===== config.mk =====
export PLATFORM = sky130hd
export DESIGN_NAME = uart_rx_controller
export DESIGN_NICKNAME = d
export VERILOG_FILES = /design/src/rtl/uart_pkg.sv /design/src/rtl/uart_bit_timer.sv /design/src/rtl/uart_rx_controller.sv
export SDC_FILE = /design/constraint.sdc
export NUM_CORES = 1
export LEC_CHECK = 0
export BUFFER_PORTS_ARGS = -buffer_cell sky130_fd_sc_hd__buf_2
export CORE_UTILIZATION = 30
export DETAILED_ROUTE_END_ITERATION = 10
export SLEW_MARGIN = 10
export SYNTH_ARGS = -nofsm -noshare
export SYNTH_HDL_FRONTEND = slang
export SYNTH_HIERARCHICAL = 1
export SYNTH_SLANG_ARGS = --single-unit

===== constraint.sdc =====
create_clock -name clock -period 2.6 [get_ports clock]
set_input_delay 0.13 -clock clock [delete_from_list [all_inputs] [get_ports clock]]
set_output_delay 0.13 -clock clock [all_outputs]
set_load 0.05 [all_outputs]

===== src/rtl/uart_pkg.sv =====
// Shared types and constants for the serial receive path.
package uart_pkg;

  typedef enum logic [2:0] {
    S_IDLE  = 3'd0,
    S_START = 3'd1,
    S_SHIFT = 3'd2,
    S_ARM   = 3'd3,
    S_CHECK = 3'd4
  } rx_state_e;

  localparam int FR_PAR           = 8;
  localparam int FR_STOP          = 9;
  localparam int CHK_W            = 12;
  localparam int DEF_CLKS_PER_BIT = 16;

  typedef struct packed {
    logic [7:0] data;
    logic       parity_err;
    logic       framing_err;
  } rx_result_t;

endpackage


===== src/rtl/uart_bit_timer.sv =====
// Bit-period timer: free-runs while not cleared, strobes at half- and full-bit terminal counts.
module uart_bit_timer #(
  parameter int CLKS_PER_BIT = 16,
  parameter int CNT_W        = 8
) (
  input  logic clock,
  input  logic reset,
  input  logic clear,
  output logic half_tc,
  output logic full_tc
);

  localparam logic [CNT_W-1:0] HALF_TC = CNT_W'(CLKS_PER_BIT / 2 - 1);
  localparam logic [CNT_W-1:0] FULL_TC = CNT_W'(CLKS_PER_BIT - 1);

  logic [CNT_W-1:0] cnt;

  always_ff @(posedge clock) begin
    if (!reset || clear) cnt <= '0;
    else                 cnt <= cnt + CNT_W'(1);
  end

  assign half_tc = (cnt == HALF_TC);
  assign full_tc = (cnt == FULL_TC);

endmodule


===== src/rtl/uart_rx_controller.sv =====
// Receive sequencer: samples the serial line, builds the check word, drives the
// external frame checker through set/check/reset and hands results to the consumer.
module uart_rx_controller import uart_pkg::*; #(
  parameter int CLKS_PER_BIT = DEF_CLKS_PER_BIT,
  parameter int CNT_W        = 8
) (
  input  logic             clock,
  input  logic             reset,
  input  logic             rx_serial,
  output logic [CHK_W-1:0] chk_frame,
  output logic             chk_set,
  output logic             chk_reset,
  input  logic             chk_parity_error,
  input  logic             chk_framing_error,
  output logic [7:0]       rx_data,
  output logic             rx_parity_err,
  output logic             rx_framing_err,
  output logic             rx_valid,
  input  logic             rx_ready,
  output logic             rx_overrun,
  output logic             busy
);

  rx_state_e        state, next_state;
  logic [1:0]       sync;
  logic             rxs;
  logic             armed;
  logic [3:0]       bit_idx;
  logic [FR_STOP:0] frame;
  rx_result_t       res;
  logic             half_tc, full_tc, tmr_clear;

  assign rxs = sync[1];

  // Timer only runs while timing a bit; it restarts at each sample point.
  assign tmr_clear = !(state == S_START || state == S_SHIFT)
                   || (state == S_START && half_tc)
                   || (state == S_SHIFT && full_tc);

  uart_bit_timer #(.CLKS_PER_BIT(CLKS_PER_BIT), .CNT_W(CNT_W)) u_timer (
    .clock   (clock),
    .reset   (reset),
    .clear   (tmr_clear),
    .half_tc (half_tc),
    .full_tc (full_tc)
  );

  always_ff @(posedge clock) begin
    if (!reset) state <= S_IDLE;
    else        state <= next_state;
  end

  always_comb begin
    next_state = state;
    case (state)
      S_IDLE:  if (!rxs && armed) next_state = S_START;
      S_START: if (half_tc) next_state = rxs ? S_IDLE : S_SHIFT;
      S_SHIFT: if (full_tc && bit_idx == 4'd9) next_state = S_ARM;
      S_ARM:   next_state = S_CHECK;
      S_CHECK: next_state = S_IDLE;
      default: next_state = S_IDLE;
    endcase
  end

  always_comb begin
    chk_set   = (state == S_ARM);
    chk_reset = (state == S_CHECK);
    busy      = (state != S_IDLE);
  end

  always_ff @(posedge clock) begin
    if (!reset) begin
      sync       <= 2'b11;
      armed      <= 1'b0;
      bit_idx    <= '0;
      frame      <= '0;
      chk_frame  <= '0;
      res        <= '0;
      rx_valid   <= 1'b0;
      rx_overrun <= 1'b0;
    end else begin
      sync  <= {sync[0], rx_serial};
      // A held-low line (break) must be seen high before another start can arm.
      armed <= (state == S_IDLE) && (armed || rxs);
      if (state == S_START) bit_idx <= '0;
      if (state == S_SHIFT && full_tc) begin
        frame <= {rxs, frame[FR_STOP:1]};
        if (bit_idx != 4'd9) bit_idx <= bit_idx + 4'd1;
      end
      if (state == S_ARM) chk_frame <= {2'b00, frame};
      if (state == S_CHECK) begin
        if (!rx_valid || rx_ready) begin
          res.data        <= frame[7:0];
          res.parity_err  <= chk_parity_error;
          res.framing_err <= chk_framing_error;
          rx_valid        <= 1'b1;
          rx_overrun      <= 1'b0;
        end else begin
          rx_overrun      <= 1'b1;
        end
      end else if (rx_valid && rx_ready) begin
        rx_valid   <= 1'b0;
        rx_overrun <= 1'b0;
      end
    end
  end

  assign rx_data        = res.data;
  assign rx_parity_err  = res.parity_err;
  assign rx_framing_err = res.framing_err;

endmodule


**Word level (Yosys, flattened, before mapping)**

Cells that the tools add are included.

- Add/sub/neg operators: 2
- Equality and inequality tests: 12
- Muxes and demuxes: 13
- Reductions and logical operators: 22

Operators by type and width:

| cell | number |
|---|---|
| $mux 4 | 3 |
| $pmux 3 s4 | 1 |
| $mux 3 | 3 |
| $add 8x1->8 const B | 1 |
| $eq 8x3->1 const B | 1 |
| $eq 8x4->1 const B | 1 |
| $eq 3x2->1 const B | 2 |
| $logic_and 1x1->1 | 6 |
| $logic_or 1x1->1 | 6 |
| $mux 1 | 5 |
| $add 4x1->4 const B | 1 |
| $eq 4x4->1 const B | 1 |
| $logic_not 1->1 | 4 |
| $ne 2x1->1 const B | 2 |
| $ne 2x2->1 const B | 2 |
| $ne 4x4->1 const B | 1 |
| $reduce_and 2->1 | 2 |
| $eq 3x1->1 const B | 1 |
| $eq 3x3->1 const B | 1 |
| $logic_not 3->1 | 1 |
| $reduce_and 3->1 | 1 |
| $reduce_bool 3->1 | 1 |
| $mux 2 | 1 |
| $reduce_bool 2->1 | 1 |

- Register bits: 50

**Logic depth before layout (Yosys ltp)**

- Word-level depth: 6
- Mapped depth: 10

**Hierarchy**

Netlist, hierarchy kept.

Modules (own cells, without submodules):

| module | times used | cells each | area each (µm²) | seq. area each (µm²) |
|---|---|---|---|---|
| uart_rx_controller | 1 | 190 | 1,680.4 | 840.8 |
| uart_bit_timer | 1 | 39 | 339.1 | 160.2 |

**Worst setup path before layout**

No wires, ideal clock.

- Path type: reg2reg
- From: register u_timer.cnt[5]
- To: register u_timer.cnt[2]
- Arrival: 1,935 ps
- Required time: 2,476 ps
- Path slack: 541 ps
- Stages on the path, launching flop included: 10
- Path buffers: 3
- Path through: dfxtp_1 -> or4_4 -> nor3_1 -> nand4bb_1 -> buf_2 -> buf_2 -> o21ai_0 -> nand2b_1 -> clkbuf_1 -> nor2_1

- Elaborated cells on any way between the ends: 7

RTL lines:

| item | RTL line | RTL |
|---|---|---|
| start: declaration | uart_bit_timer.sv:16 | `logic [CNT_W-1:0] cnt;` |
| start signal: assignment | uart_bit_timer.sv:20 | `else cnt <= cnt + CNT_W'(1);` |
| $eq 8x4->1 | uart_bit_timer.sv:24 | `assign full_tc = (cnt == FULL_TC);` |
| net full_tc | uart_rx_controller.sv:31 | `logic half_tc, full_tc, tmr_clear;` |
| $logic_and 1x1->1 | uart_rx_controller.sv:38 | `\|\| (state == S_SHIFT && full_tc);` |
| $logic_or 1x1->1 | uart_rx_controller.sv:38 |  |
| net tmr_clear | uart_rx_controller.sv:31 |  |
| $logic_or 1x1->1 | uart_bit_timer.sv:19 | `if (!reset \|\| clear) cnt <= '0;` |

The timed path passes the listed nets, and every way through them passes these cells.
A chain may end at the register's enable or synchronous reset.

**Final worst setup path**

- From: register u_timer.cnt[4]
- To: register u_timer.cnt[4]

Same word-level chain as after synthesis.

==> impl_metrics.toml <==
[status]
status = "finished, violations left"
violations = "DRC"

[critical_path]
arrival_ps = 2350
crit_required_ps = 2790
critPathLaunch = "u_timer/cnt[4]$_SDFF_PP0_"
r2r_end = "u_timer/cnt[4]$_SDFF_PP0_"
worstReg2RegStart = "u_timer/cnt[4]$_SDFF_PP0_"
end_kind = "flip-flop"
start_kind = "flip-flop"
r2r_cells = 6
critPathMaxFanout = 8
ff2ff_setup_slack_ps = 430
worstSetupPathType = "flip-flop to flip-flop"

[power]
power.density_mw_per_mm2 = 563
peakVddDrop_uv = 265
leakagePower_nw = 0.956

[sta]
setup_tns_ps = 0
max-slew-margin-rel = 0.525
finalMaxSlewViolations = 0
hold_viol_final = 0
skew_ps = 14.5
rsz0062_at_grt = "false"
fin_crit_sh = 0.833
whs_ps = 8.88
worst_slew_pin_slew_ps = 710
layout_setup_ws_ps = 433
fmax_ghz = 0.462
period_needed_ps = 2170
setup_viol = 0

[global_route]
grt_busiest_layer = "met2"
use_met1 = 0.161
use_met2 = 0.185
grt_usage = 0.123
grt_antenna_before_repair = 0
grt_pass1_vias = 1488
grt.overflow.total = 0
global_route.usage.met3 = 0.0287
grt_max_degree = 36
grt_pass1_wl_mm = 6.98

[floorplan]
fp.dieW_um = 84.0
core_mm2 = 0.00642
die_y_um = 84.0
initial_core_util = 0.314
die_area_mm2 = 0.00706
fp-row-count = 29
pin_count = 33

[cells_and_area]
post-route-util = 0.357
layout_common_cells = "dfxtp_1, buf_2, nand2_1, a21oi_1, nor2_1"
nets = 262
area_growth_pct = 13.5
fillers = 652
post_route_cells_drive_above_1_share = 0.185
layout_commonest_cell = "dfxtp_1"
diodes = 0
stdcell_area_mm2 = 0.00229

[place]
place_congestion = 0.730
placed_area_mm2 = 0.00219
io_buffer_count = 30
dp.final_hpwl_mm = 2.76
pre_cts_ws_ps = 480

[clocking]
clkLatencyLatePin_ps = 310
root_buffer = "clkbuf_8"
cts_tree = "built"
cts_resized = 0
cts_made_buffers = 5
clock_sink_count = 50
cts_max_path_buffers = 2
postCtsHoldBufs = 0
cts_htree_levels = 2
clk_pin_slew_ps = 80
post_cts_buffers = 0

[logic_synthesis]
ys_seq_elements = 50
synthCells = 229
ys.flop_type = "dfxtp_1"
synth_edf_count = 0
syn_area_mm2 = 0.00202
ys_seq_area_frac = 0.496
avgSynthCellArea_um2 = 8.82
async_flop_share = 0
yosysWarnings = 6
synth_cell_types = 40

[run]
maxCapViolCount = 0

[drt]
wl_mm = 4.08
drcViolationCount = 6
vias = 1623
wl_per_cell_um = 12.3
vias_per_cell = 4.90
dr.pass1.iters = 7
ant_nets = 0
drtIter0Drc = 105

[worst_hold_path]
worstHoldStart = "rx_serial"
hold_path_depth = 2
hold_end = "sync[0]$_SDFF_PN1_"
hp-class = "input port to flip-flop"
## where the power goes
group | switching, mW | total, mW | internal, mW
registers | 0.00291 | 0.772 | 0.769
clock network | 0.268 | 0.487 | 0.219
logic | 0.0240 | 0.0314 | 0.00741
total | 0.295 | 1.29 | 0.996
## registers in the layout, indices dropped and copies added (netlist names)
signal / flops
u_timer/cnt: 8
rx_overrun: 1
sync: 2
bit_idx: 4
rx_parity_err: 1
rx_framing_err: 1
rx_valid: 1
state: 3
armed: 1
rx_data: 8
frame: 10
chk_frame: 10
## cell usage after synthesis, drive strengths merged (2+ instances only)
master / n / area (um^2)
dfxtp: 50 / 1000
a21oi: 28 / 144
nand2: 27 / 101
nor2: 20 / 75.1
o21ai: 16 / 80.1
nand3: 14 / 75.1
mux2i: 11 / 110
buf: 9 / 62.6
inv: 8 / 30.0
or3: 7 / 43.8
clkbuf: 6 / 22.5
nand2b: 5 / 31.3
ha: 3 / 37.5
nor3: 2 / 10.0
o211ai: 2 / 15.0
or3b: 2 / 20.0
xnor2: 2 / 17.5
## critical path: stages, from the launching register on
cell and delay (ps):
dfxtp_1 360, or4_4 520, nor3_1 270, nand4bb_1 340, o21ai_0 160, nand2b_1 310, nor2_1 90
## per-layer routing
layer | vias up | part of all wire | wire length, um
met3 | 5 | 0.050 | 203
met1 | 744 | 0.48 | 1980
met4 | 0 | 0.015 | 62
met5 | - | 0 | 0
met2 | 41 | 0.45 | 1840
li1 | 833 | - | -
## layout make-up
cell class | count | area, um^2 | share of cell area
multi-input combinational | 157 | 907 | 0.396
clock inverter | 2 | 17.5 | 0.00764
inverter | 8 | 30.0 | 0.0131
timing repair buffer | 31 | 158 | 0.0688
sequential | 50 | 1000 | 0.437
clock buffer | 6 | 82.6 | 0.0360
tap | 77 | 96.3 | 0.0420
## through the flow
| stage | cells | power (mW) |
|---|---|---|
| after floorplan | 230 | 0.815 |
| after global placement | 323 | 0.821 |
| after detailed placement | 323 | 0.821 |
| after CTS | 331 | 1.30 |
| after global routing | 331 | 1.34 |
| final | 331 | 1.29 |
## kinds of logic after synthesis
logic type | Yosys count | synth area share
AND/OR/NAND/NOR | 86 | 0.216
adder cells (fa/ha/maj) | 3 | 0.0186
AO/OA/AOI/OAI | 52 | 0.143
multiplexers | 11 | 0.0545
XOR/XNOR | 3 | 0.0130
other | 1 | 0.00186
buffers and inverters | 23 | 0.0570
flip-flops | 50 | 0.496
## worst max-delay path by stage
stage / slack, ps / endpoint
3_3_place_gp: 550 / u_timer/cnt[3]$_SDFF_PP0_
6_report: 430 / u_timer/cnt[4]$_SDFF_PP0_
4_1_cts: 460 / u_timer/cnt[4]$_SDFF_PP0_
2_1_floorplan: 540 / u_timer/cnt[2]$_SDFF_PP0_
5_1_grt: 280 / u_timer/cnt[2]$_SDFF_PP0_
3_5_place_dp: 480 / u_timer/cnt[3]$_SDFF_PP0_
(Power assumes the default switching activity.)
